<file path="src/rtl/bus_pkg.sv">
// Shared definitions for the datapath bus arbiter: source indices, default width, FSM states.
package bus_pkg;

  localparam int SRC_PC = 0;
  localparam int SRC_AR = 1;
  localparam int SRC_AC = 2;
  localparam int SRC_R  = 3;
  localparam int SRC_DM = 4;
  localparam int SRC_IM = 5;
  localparam int SRC_DR = 6;

  localparam int BUS_NUM_SRC  = 7;
  localparam int BUS_MAX_HOLD = 8;

  typedef enum logic [1:0] {
    ST_IDLE  = 2'd0,
    ST_GRANT = 2'd1,
    ST_TURN  = 2'd2
  } bus_state_e;

endpackage

</file>
<file path="src/rtl/rr_pick.sv">
// Combinational round-robin picker: first set request at or after i_ptr, wrapping.
module rr_pick #(
  parameter  int N  = 7,
  localparam int IW = (N > 1) ? $clog2(N) : 1
) (
  input  logic [N-1:0]  i_req,
  input  logic [IW-1:0] i_ptr,
  output logic          o_found,
  output logic [IW-1:0] o_idx
);

  // Scan from the far end so the entry nearest i_ptr is written last and wins.
  always_comb begin
    o_found = 1'b0;
    o_idx   = '0;
    for (int k = N - 1; k >= 0; k--) begin
      int j;
      j = int'(i_ptr) + k;
      if (j >= N) j = j - N;
      if (i_req[j]) begin
        o_found = 1'b1;
        o_idx   = IW'(j);
      end
    end
  end

endmodule

</file>
<file path="src/rtl/bus_arbiter.sv">
// Round-robin owner selection for the shared bus with bounded hold and a dead cycle
// between owners; read_en is registered and one-hot or zero.
module bus_arbiter
  import bus_pkg::*;
#(
  parameter  int NUM_SRC  = BUS_NUM_SRC,
  parameter  int MAX_HOLD = BUS_MAX_HOLD,
  localparam int IW       = (NUM_SRC > 1) ? $clog2(NUM_SRC) : 1
) (
  input  logic               clk,
  input  logic               rst_n,
  input  logic [NUM_SRC-1:0] req,
  output logic [NUM_SRC-1:0] read_en,
  output logic               grant_valid,
  output logic [IW-1:0]      grant_idx,
  output logic               preempt
);

  localparam int HW = (MAX_HOLD < 1) ? 1 : $clog2(MAX_HOLD + 1);

  bus_state_e         r_state, w_nxt_state;
  logic [NUM_SRC-1:0] r_read_en, w_read_en_nxt;
  logic [IW-1:0]      r_grant_idx, w_idx_nxt;
  logic               r_preempt, w_pre_nxt;
  logic [IW-1:0]      r_rr_ptr, w_ptr_nxt;
  logic [HW-1:0]      r_hold, w_hold_nxt;

  logic               w_found;
  logic [IW-1:0]      w_win;
  logic               w_own_req, w_others, w_hold_max, w_force;

  rr_pick #(.N(NUM_SRC)) u_pick (
    .i_req   (req),
    .i_ptr   (r_rr_ptr),
    .o_found (w_found),
    .o_idx   (w_win)
  );

  // While granting, r_read_en is the owner's one-hot mask.
  assign w_own_req  = |(req & r_read_en);
  assign w_others   = |(req & ~r_read_en);
  assign w_hold_max = (MAX_HOLD != 0) && (r_hold == HW'(MAX_HOLD));
  assign w_force    = w_own_req && w_hold_max && w_others;

  always_ff @(posedge clk or negedge rst_n) begin
    if (!rst_n) begin
      r_state     <= ST_IDLE;
      r_read_en   <= '0;
      r_grant_idx <= '0;
      r_preempt   <= 1'b0;
      r_rr_ptr    <= '0;
      r_hold      <= '0;
    end else begin
      r_state     <= w_nxt_state;
      r_read_en   <= w_read_en_nxt;
      r_grant_idx <= w_idx_nxt;
      r_preempt   <= w_pre_nxt;
      r_rr_ptr    <= w_ptr_nxt;
      r_hold      <= w_hold_nxt;
    end
  end

  always_comb begin
    w_nxt_state = r_state;
    case (r_state)
      ST_IDLE, ST_TURN: w_nxt_state = w_found ? ST_GRANT : ST_IDLE;
      ST_GRANT: begin
        if (!w_own_req || w_force) w_nxt_state = ST_TURN;
        else                       w_nxt_state = ST_GRANT;
      end
      default: w_nxt_state = ST_IDLE;
    endcase
  end

  always_comb begin
    w_read_en_nxt = '0;
    w_idx_nxt     = r_grant_idx;
    w_pre_nxt     = 1'b0;
    w_ptr_nxt     = r_rr_ptr;
    w_hold_nxt    = r_hold;
    if (r_state == ST_GRANT) begin
      if (w_nxt_state == ST_GRANT) begin
        w_read_en_nxt = r_read_en;
        if (r_hold < HW'(MAX_HOLD)) w_hold_nxt = r_hold + HW'(1);
      end else begin
        // Release takes priority: preempt only flags a forced drop of a live request.
        w_pre_nxt = w_force;
      end
    end else if (w_found) begin
      w_read_en_nxt = NUM_SRC'(1) << w_win;
      w_idx_nxt     = w_win;
      w_hold_nxt    = HW'(1);
      w_ptr_nxt     = (w_win == IW'(NUM_SRC - 1)) ? '0 : w_win + IW'(1);
    end
  end

  assign read_en     = r_read_en;
  assign grant_valid = |r_read_en;
  assign grant_idx   = r_grant_idx;
  assign preempt     = r_preempt;

endmodule

</file>
<file path="config.mk">
export PLATFORM = sky130hd
export DESIGN_NAME = bus_arbiter
export DESIGN_NICKNAME = d
export VERILOG_FILES = /design/src/rtl/bus_pkg.sv /design/src/rtl/rr_pick.sv /design/src/rtl/bus_arbiter.sv
export SDC_FILE = /design/constraint.sdc
export NUM_CORES = 1
export LEC_CHECK = 0
export CORE_UTILIZATION = 45
export DETAILED_ROUTE_END_ITERATION = 16
export MAX_ROUTING_LAYER = met4
export SLEW_MARGIN = 20
export SYNTH_ARGS = -nofsm -noshare
export SYNTH_HDL_FRONTEND = slang
export SYNTH_SLANG_ARGS = --single-unit
</file>
<file path="constraint.sdc">
create_clock -name clk -period 9.42 [get_ports clk]
set_input_delay 1.884 -clock clk [delete_from_list [all_inputs] [get_ports clk]]
set_output_delay 1.884 -clock clk [all_outputs]
set_load 0.01 [all_outputs]
</file>
==> Flow_metrics.wiki, run 1 <==
{| class="wikitable"
! Metric !! Value
|-
| Outcome || finished, final reports clean
|-
| Most common cell after layout, fill and taps aside || sky130_fd_sc_hd__nor2_1
|-
| Max cap viols || 0
|-
| Final Slew Violations || 0
|-
| Area of the mapped netlist || 2570 µm²
|-
| Worst r2r dst || r_rr_ptr[2]
|-
| Post-synthesis sequential area ratio || 19.4%
|-
| Die W || 77.6 µm
|-
| Core ar. || 5510 µm²
|-
| I/O Pins || 21
|-
| TritonCTS sink count || 20
|-
| Root buffer cell || sky130_fd_sc_hd__clkbuf_8
|-
| Grt total ovfl || 0
|-
| Endpoint arrival time on the critical path || 5.23 ns
|-
| Number of gates resized after cts || 0
|-
| WL final || 7400 µm
|-
| DRC marker count from the first detailed-route iteration || 276
|-
| Clock tree from TritonCTS || built
|-
| Launching element type of the critical path || flop
|-
| Maximum number of pins on one net before global-route repair || 40
|-
| Kind of critical path || flop to flop
|-
| NumNets Final || 345
|-
| Syn_area_per_cell || 8.17 µm²
|-
| Number of flops mapped to enable cells by yosys || 0
|-
| Ratio of final minimum period to clock period || 53.6%
|-
| Area enclosed by the die boundary || 6030 µm²
|-
| Number of distinct library cell variants in the gate-level netlist after synthesis || 89
|-
| Capturing element type of the critical path || flop
|-
| Number of remaining DRC errors || 0
|-
| Hold WC Path Type || flop to flop
|-
| WHS Path Cells || 1
|-
| CP top delay family || adder cells
|-
| Net count after synthesis || 340
|-
| Delay of the slowest cell on the worst path || 1.09 ns
|-
| Number of antenna repair diodes || 0
|-
| Fraction of final layout cells sized beyond drive strength 1 || 10.3%
|-
| Count of yosys warnings during synthesis || 0
|-
| Effective utilization at floorplan || 46.8%
|-
| Cts bufs inserted || 3
|-
| Synth top area cells || sky130_fd_sc_hd__dfrtp_1 (19%), sky130_fd_sc_hd__ha_1 (6.8%), sky130_fd_sc_hd__nor2_1 (3.6%)
|-
| Primary FF master, synth || sky130_fd_sc_hd__dfrtp_1
|-
| Setup Total Neg Slack || 0 ns
|-
| Routed via count divided by cell count || 6.34
|-
| Most frequent cells in the layout || sky130_fd_sc_hd__nor2_1 (25), sky130_fd_sc_hd__nand2_1 (20), sky130_fd_sc_hd__dfrtp_1 (20), sky130_fd_sc_hd__clkdlybuf4s50_1 (20)
|-
| Number of setup buffers added after CTS || 0
|-
| Buf+Inv Stages, Crit Path || 3
|-
| Wire length of the first global-routing pass || 12000 µm
|-
| Weighted congestion at the end of routability-driven global placement || 0.913
|-
| Cell count after synthesis || 315
|-
| Die height || 77.6 µm
|-
| Setup slack on the worst flop-to-flop path || 4.37 ns
|-
| Setup repair after global routing missed its margin || false
|-
| Hold Fails Final Rpt || 0
|-
| Worst Reg-to-Reg Cells || 14
|-
| Actual transition at the worst max-transition pin || 0.970 ns
|-
| R2R Path Start || r_rr_ptr[1]
|-
| Count of vias placed by the detailed router || 2478
|-
| Antenna violations before repair || 0
|-
| GRT Total Usage || 26.3%
|-
| Crit-path max FO || 29
|-
| Number of register bits inferred by synthesis || 20
|-
| Number of levels the H-tree was split into || 1
|-
| Share of the synthesized area in the top cell type || 19.4%
|-
| Time the worst path needs with I/O delays and setup || 5.05 ns
|-
| Post-Route Skew || 0.00467 ns
|-
| Cell repeated most along the worst path || sky130_fd_sc_hd__ha_1
|-
| Via count of the first global-routing pass || 2348
|-
| Number of buffers added on ports || 20
|-
| Startpoint of the worst hold path || r_state[0]
|-
| Async S/R FF share, synth || 100%
|-
| Worst skew pair latency || 0.26 ns
|-
| Peak clock frequency supported by timing || 198 MHz
|-
| Clock transition at path regs || 0.07 ns
|-
| Post-DRT Antenna Nets || 0
|-
| Largest buffer count on any clock path || 2
|-
| Worst Path Required || 9.61 ns
|-
| Growth of design area from synthesis to finish || 10.0%
|-
| Hold buffers post-CTS || 0
|-
| Endpoint of the worst hold-timing path || r_state[0]
|-
| Largest area contributor in the netlist || sky130_fd_sc_hd__dfrtp_1
|-
| Mean routed wirelength per cell || 18.9 µm
|-
| HPWL after detailed placement || 5560 µm
|-
| Initial DRT Pass Iterations || 5
|-
| Slew margin rel. || 35.4%
|-
| Slowest library cell on the worst path || sky130_fd_sc_hd__ha_1
|-
| Number of setup violations in the final report || 0
|-
| Cells along the critical path || clkinv_1 -> ha_1 -> inv_1 -> mux2i_1 -> a21oi_1 -> a311oi_1 -> a211o_1 -> a22oi_2 -> nand2b_1 -> and2_4 -> inv_4 -> ha_1 -> a311o_1 -> o21ai_1
|-
| Row count || 27
|}
cell families (layout without fill, tap and decap cells):
| logic type | after synthesis | after routing | synth area share, % |
|---|---|---|---|
| flip-flops | 20 | 20 | 19.4 |
| buffers and inverters | 41 | 45 | 7.34 |
| multiplexers | 15 | 15 | 6.37 |
| XOR/XNOR | 8 | 8 | 3.01 |
| AND/OR/NAND/NOR | 110 | 110 | 24.2 |
| adder cells (fa/ha/maj) | 16 | 16 | 8.36 |
| AO/OA/AOI/OAI | 105 | 105 | 31.2 |
worst max path at each step:
stage	depth (start not counted)	startpoint	end	slack [ns]
finish	14	r_rr_ptr[1]	r_rr_ptr[2]	4.37
global route	14	r_rr_ptr[1]	r_rr_ptr[2]	4.04
CTS	14	r_rr_ptr[1]	r_rr_ptr[2]	4.46
detailed placement	12	req[2]	r_rr_ptr[2]	4.30
global placement	11	req[2]	r_rr_ptr[2]	4.34
floorplan	11	req[2]	r_rr_ptr[2]	5.08
state kept, by name, summed over array words and instances (netlist names):
register	count
grant_idx	3
preempt	1
r_hold	4
r_rr_ptr	3
r_state	2
read_en	7
synth_stat cells (all sizes together), types with 2 or more instances:
master	count
fa	2
a21oi	14
nor3b	4
xnor2	5
and3	2
mux2i	10
a211oi	5
a32o	4
o21bai	2
a211o	4
o221ai	4
clkbuf	7
nor4	3
o21ai	21
nand2	20
a21boi	2
a31oi	5
buf	14
nor3	7
nand4	6
a22o	4
mux2	5
o211ai	6
and2	5
xor2	3
a311o	3
o31ai	4
o22ai	4
a22oi	5
nor2	26
nand2b	8
a21o	5
a41oi	2
inv	19
dfrtp	20
nor2b	7
ha	14
nand3	8
or2	3
metrics by stage:
step,cell area [µm²],hold WS (ns),std cells,util (%),worst slack [ns]
after CTS,2830,0.463,391,51.4,4.46
after global placement,2760,0.447,387,50.1,4.34
after floorplan,2570,0.424,315,-,5.08
after global routing,2830,0.481,391,51.4,4.04
final,2830,0.469,391,51.4,4.37
after detailed placement,2760,0.454,387,50.1,4.30
layer usage:
metal	part of all wire, %	wire, µm	global-route usage (%)
met1	46	3370	33.9
met4	4.8	354	13.8
met3	6.0	447	2.71
met5	0	0	-
met2	44	3220	40.5
final cells by class:
cell class | instances | area (µm²)
well taps | 72 | 90.1
repair buffers | 21 | 208
fillers | 522 | 2670
multi-input cells | 254 | 1890
clock inverters | 1 | 30.0
inverters | 20 | 77.6
flip-flops and latches | 20 | 500
clock buffers | 3 | 41.3
Power of run 1 is not shown: default switching activity piles up to over one toggle a cycle in this logic, so the estimate is an artifact.
==> inputs of run 2 (changes only) <==
--- a/config.mk
+++ b/config.mk
@@ -8,6 +8,7 @@
 export CORE_UTILIZATION = 45
 export DETAILED_ROUTE_END_ITERATION = 16
 export MAX_ROUTING_LAYER = met4
+export PLACE_DENSITY = 0.67
 export SLEW_MARGIN = 20
 export SYNTH_ARGS = -nofsm -noshare
 export SYNTH_HDL_FRONTEND = slang
==> constraint.sdc (replaced) <==
create_clock -name clk -period 4.3 [get_ports clk]
set_input_delay 0.86 -clock clk [delete_from_list [all_inputs] [get_ports clk]]
set_output_delay 0.86 -clock clk [all_outputs]
set_load 0.01 [all_outputs]
==> Flow_metrics.wiki, run 2 (synthesis results as in run 1) <==
{| class="wikitable"
! Metric !! Value
|-
| WHS Path Cells || 1
|-
| Core ar. || 5510 µm²
|-
| Hold Fails Final Rpt || 0
|-
| Initial DRT Pass Iterations || 6
|-
| HPWL after detailed placement || 5650 µm
|-
| Endpoint arrival time on the critical path || 4.15 ns
|-
| Worst Path Required || 4.48 ns
|-
| Hold WC Path Type || flop to flop
|-
| Number of setup violations in the final report || 0
|-
| Most common cell after layout, fill and taps aside || sky130_fd_sc_hd__nor2_1
|-
| Peak clock frequency supported by timing || 252 MHz
|-
| Setup Total Neg Slack || 0 ns
|-
| GRT Total Usage || 25.2%
|-
| Count of vias placed by the detailed router || 2556
|-
| Met2 layer usage reported by global route || 37.6%
|-
| Ratio of final minimum period to clock period || 92.3%
|-
| Post-Route Skew || 0.00423 ns
|-
| DRC marker count from the first detailed-route iteration || 283
|-
| Max reg flops || 7
|-
| Global Route met1 Usage || 34.1%
|-
| Largest buffer count on any clock path || 2
|-
| Setup repair after global routing missed its margin || false
|-
| Fraction of final layout cells sized beyond drive strength 1 || 12.8%
|-
| Slowest library cell on the worst path || sky130_fd_sc_hd__dfrtp_1
|-
| Storage element area || 500 µm²
|-
| Actual transition at the worst max-transition pin || 0.850 ns
|-
| Cells along the critical path || clkinv_1 -> ha_1 -> buf_4 -> inv_1 -> and4_1 -> o31ai_1 -> nand4_1 -> a311o_1 -> a21o_1 -> nor2_1 -> ha_1 -> a311o_1 -> o21ai_1
|-
| Number of buffers added on ports || 20
|-
| WL final || 7150 µm
|-
| Delay of the slowest cell on the worst path || 0.52 ns
|-
| Hold buffers post-CTS || 0
|-
| Die W || 77.6 µm
|-
| Launching element type of the critical path || flop
|-
| Row count || 27
|-
| Weighted congestion at the end of routability-driven global placement || 0.958
|-
| Worst skew pair latency || 0.26 ns
|-
| Area enclosed by the die boundary || 6030 µm²
|-
| Top Usage Layer GRT || met2
|-
| Antenna violations before repair || 0
|-
| Number of remaining DRC errors || 0
|-
| Final Slew Violations || 0
|-
| I/O Pins || 21
|-
| Time the worst path needs with I/O delays and setup || 3.97 ns
|-
| Most frequent cells in the layout || sky130_fd_sc_hd__nor2_1 (25), sky130_fd_sc_hd__nand2_1 (20), sky130_fd_sc_hd__dfrtp_1 (20), sky130_fd_sc_hd__clkdlybuf4s50_1 (20)
|-
| Clock transition at path regs || 0.07 ns
|-
| Post-DRT Antenna Nets || 0
|-
| Clock tree from TritonCTS || built
|-
| Number of setup buffers added after CTS || 0
|-
| Root buffer cell || sky130_fd_sc_hd__clkbuf_8
|-
| Crit-path max FO || 20
|-
| Kind of critical path || flop to flop
|-
| CP top delay family || compound AO/OA/AOI/OAI gates
|-
| Worst Reg-to-Reg Cells || 13
|-
| Setup slack on the worst flop-to-flop path || 0.33 ns
|-
| Capturing element type of the critical path || flop
|-
| Max cap viols || 0
|-
| Effective utilization at floorplan || 46.8%
|-
| Buf+Inv Stages, Crit Path || 3
|-
| Routed via count divided by cell count || 6.39
|-
| Slew margin rel. || 43.2%
|-
| Cts bufs inserted || 3
|-
| Via count of the first global-routing pass || 2357
|-
| Grt met3 use || 3.29%
|-
| Number of antenna repair diodes || 0
|-
| NumNets Final || 354
|-
| Die height || 77.6 µm
|-
| Endpoint of the worst hold-timing path || r_state[0]
|-
| Number of gates resized after cts || 0
|-
| R2R Path Start || r_rr_ptr[1]
|-
| Area of the multi-input gates || 1890 µm²
|-
| Worst r2r dst || r_rr_ptr[2]
|-
| Growth of design area from synthesis to finish || 12.6%
|-
| Filler instances || 506
|-
| Grt total ovfl || 0
|-
| Number of levels the H-tree was split into || 1
|-
| Mean routed wirelength per cell || 17.9 µm
|-
| Outcome || finished, final reports clean
|-
| Wire length of the first global-routing pass || 11800 µm
|-
| Startpoint of the worst hold path || r_state[0]
|-
| Maximum number of pins on one net before global-route repair || 24
|-
| TritonCTS sink count || 20
|}
[run 2: cell types whose count changed in the layout (fill, tap and decap cells not counted), sizes merged]
cell  change
buf       +9
[run 2: worst max path at each step]
stage / start / endpoint / cells after the start
after global routing: r_rr_ptr[1] / r_rr_ptr[2] / 15
after global placement: req[1] / r_rr_ptr[2] / 12
after detailed placement: req[1] / r_rr_ptr[2] / 12
after floorplan: r_rr_ptr[1] / r_rr_ptr[2] / 16
final: r_rr_ptr[1] / r_rr_ptr[2] / 13
after CTS: r_rr_ptr[1] / r_rr_ptr[2] / 13
[run 2: per-stage QoR]
| step | cells | utilization [%] | setup WS, ns | cell area, µm² | hold WS, ns |
|---|---|---|---|---|---|
| after floorplan | 315 | - | 0.475 | 2570 | 0.424 |
| after global placement | 396 | 51.4 | 0.284 | 2830 | 0.446 |
| after detailed placement | 396 | 51.4 | 0.257 | 2830 | 0.443 |
| after CTS | 400 | 52.7 | 0.366 | 2900 | 0.453 |
| after global routing | 400 | 52.7 | 0.0130 | 2900 | 0.469 |
| final | 400 | 52.7 | 0.333 | 2900 | 0.449 |
[run 2: routing by layer]
layer  share of wire (%)  routed length (µm)
met1                  45                3210
met2                  44                3160
met3                 6.1                 438
met4                 4.8                 341
met5                   0                   0
[run 2: final cells by class]
cell class                      instances  area share [%]
Inverter                               20            2.67
Clock inverter                          1            1.04
Timing Repair Buffer                   30            9.49
Clock buffer                            3            1.42
Tap cell                               72            3.11
Sequential cell                        20            17.3
Multi-Input combinational cell        254            65.0
[run 2: worst register-to-register path, cell delays in order (launching register included)]
cell                       delay, ns
sky130_fd_sc_hd__dfrtp_1        0.52
sky130_fd_sc_hd__clkinv_1       0.21
sky130_fd_sc_hd__ha_1           0.51
sky130_fd_sc_hd__buf_4          0.30
sky130_fd_sc_hd__inv_1          0.15
sky130_fd_sc_hd__and4_1         0.19
sky130_fd_sc_hd__o31ai_1        0.52
sky130_fd_sc_hd__nand4_1        0.16
sky130_fd_sc_hd__a311o_1        0.46
sky130_fd_sc_hd__a21o_1         0.21
sky130_fd_sc_hd__nor2_1         0.10
sky130_fd_sc_hd__ha_1           0.23
sky130_fd_sc_hd__a311o_1        0.27
sky130_fd_sc_hd__o21ai_1        0.07
Power of run 2 is left out for the same reason.
==> inputs of run 3 (changes only) <==
--- a/config.mk
+++ b/config.mk
@@ -9,6 +9,8 @@
 export DETAILED_ROUTE_END_ITERATION = 16
 export MAX_ROUTING_LAYER = met4
 export PLACE_DENSITY = 0.67
+export RECOVER_POWER = 100
+export SKIP_CTS_REPAIR_TIMING = 1
 export SLEW_MARGIN = 20
 export SYNTH_ARGS = -nofsm -noshare
 export SYNTH_HDL_FRONTEND = slang
==> Flow_metrics.wiki, run 3 (synthesis results as in run 1) <==
{| class="wikitable"
! Metric !! Value
|-
| Setup slack on the worst flop-to-flop path || 0.27 ns
|-
| Clock tree from TritonCTS || built
|-
| Growth of design area from synthesis to finish || 12.2%
|-
| Endpoint of the worst hold-timing path || r_state[0]
|-
| Setup repair after global routing missed its margin || false
|-
| Cts bufs inserted || 3
|-
| Max reg flops || 7
|-
| Hold Fails Final Rpt || 0
|-
| HPWL after detailed placement || 5650 µm
|-
| Final Slew Violations || 0
|-
| DRC marker count from the first detailed-route iteration || 282
|-
| Cells along the critical path || clkinv_1 -> ha_1 -> buf_4 -> nand2b_1 -> o22ai_1 -> a221o_1 -> mux2i_2 -> nand3_1 -> and4bb_1 -> a211o_1 -> nor2_1 -> ha_1 -> a311o_1 -> o21ai_1
|-
| Antenna violations before repair || 0
|-
| Final Cell Area || 2890 µm²
|-
| Weighted congestion at the end of routability-driven global placement || 0.958
|-
| I/O Pins || 21
|-
| Outcome || finished, final reports clean
|-
| Initial DRT Pass Iterations || 6
|-
| Instance area after placement || 2830 µm²
|-
| Endpoint arrival time on the critical path || 4.22 ns
|-
| Number of setup violations in the final report || 0
|-
| Most frequent cells in the layout || sky130_fd_sc_hd__nor2_1 (25), sky130_fd_sc_hd__nand2_1 (20), sky130_fd_sc_hd__dfrtp_1 (20)
|-
| Worst Path Required || 4.48 ns
|-
| Peak clock frequency supported by timing || 248 MHz
|-
| Largest buffer count on any clock path || 2
|-
| WL final || 7150 µm
|-
| CP top delay family || compound AO/OA/AOI/OAI gates
|-
| Grt total ovfl || 0
|-
| Post-Route Skew || 0.00422 ns
|-
| Time the worst path needs with I/O delays and setup || 4.03 ns
|-
| Delay of the slowest cell on the worst path || 0.52 ns
|-
| Slowest library cell on the worst path || sky130_fd_sc_hd__dfrtp_1
|-
| Capturing element type of the critical path || flop
|-
| Die W || 77.6 µm
|-
| Number of levels the H-tree was split into || 1
|-
| Post-DRT Antenna Nets || 0
|-
| Worst r2r dst || r_rr_ptr[2]
|-
| Hold_ws || 0.449 ns
|-
| Count of vias placed by the detailed router || 2541
|-
| Most common cell after layout, fill and taps aside || sky130_fd_sc_hd__nor2_1
|-
| R2R Path Start || r_rr_ptr[1]
|-
| Startpoint of the worst hold path || r_state[0]
|-
| Wire length of the first global-routing pass || 11800 µm
|-
| PnR worst setup slack || 0.267 ns
|-
| Crit-path max FO || 20
|-
| Actual transition at the worst max-transition pin || 0.856 ns
|-
| Worst Reg-to-Reg Cells || 14
|-
| Buf+Inv Stages, Crit Path || 2
|-
| Mean routed wirelength per cell || 17.9 µm
|-
| Area enclosed by the die boundary || 6030 µm²
|-
| Fraction of final layout cells sized beyond drive strength 1 || 12.2%
|-
| Clock transition at path regs || 0.07 ns
|-
| TritonCTS sink count || 20
|-
| Routed via count divided by cell count || 6.35
|-
| Hold WC Path Type || flop to flop
|-
| Number of remaining DRC errors || 0
|-
| GRT Total Usage || 25.2%
|-
| Worst skew pair latency || 0.26 ns
|-
| Kind of critical path || flop to flop
|-
| Number of antenna repair diodes || 0
|-
| Setup Total Neg Slack || 0 ns
|-
| Pre-CTS setup slack || 0.257 ns
|-
| Cell repeated most along the worst path || sky130_fd_sc_hd__ha_1
|-
| Core ar. || 5510 µm²
|-
| Row count || 27
|-
| Effective utilization at floorplan || 46.8%
|-
| WHS Path Cells || 1
|-
| Root buffer cell || sky130_fd_sc_hd__clkbuf_8
|-
| Die height || 77.6 µm
|-
| Maximum number of pins on one net before global-route repair || 24
|-
| Via count of the first global-routing pass || 2357
|-
| Slew margin rel. || 42.8%
|-
| Ratio of final minimum period to clock period || 93.8%
|-
| Number of buffers added on ports || 20
|-
| NumNets Final || 354
|-
| Launching element type of the critical path || flop
|-
| Max cap viols || 0
|}
run 3: cell type report:
| cell class | instances | area [µm²] |
|---|---|---|
| multi-input cells | 254 | 1880 |
| inverters | 20 | 77.6 |
| fillers | 507 | 2620 |
| flip-flops and latches | 20 | 500 |
| clock buffers | 3 | 41.3 |
| well taps | 72 | 90.1 |
| repair buffers | 30 | 275 |
| clock inverters | 1 | 30.0 |
run 3: worst register-to-register path, delay by kind of cell (launching register included):
family	cells	cell delay [ns]
compound gates	5	0.94
simple gates	4	0.93
fa+ha+maj	2	0.80
flops	1	0.52
buf+inv	2	0.52
mux	1	0.26
run 3: worst max-delay path by stage:
stage,start,endpoint,slack (ns),cells after the start
global placement,req[1],r_rr_ptr[2],0.28,12
CTS,r_rr_ptr[1],r_rr_ptr[2],0.37,13
global route,r_rr_ptr[1],r_rr_ptr[2],0.01,15
detailed placement,req[1],r_rr_ptr[2],0.26,12
floorplan,r_rr_ptr[1],r_rr_ptr[2],0.47,16
finish,r_rr_ptr[1],r_rr_ptr[2],0.27,14
run 3: metrics by stage:
step / std cells / util (%)
6_report: 400 / 52.5
5_1_grt: 400 / 52.5
4_1_cts: 400 / 52.7
3_5_place_dp: 396 / 51.4
3_3_place_gp: 396 / 51.4
2_1_floorplan: 315 / -
run 3: layer usage:
layer | up-vias | routed length [µm] | share of wire, % | global-route usage (%)
met5 | - | 0 | 0 | -
li1 | 1212 | - | - | -
met1 | 1181 | 3220 | 45 | 34.1
met2 | 116 | 3150 | 44 | 37.6
met3 | 32 | 429 | 6.0 | 3.29
met4 | 0 | 348 | 4.9 | 10.9
Power of run 3 is left out for the same reason.
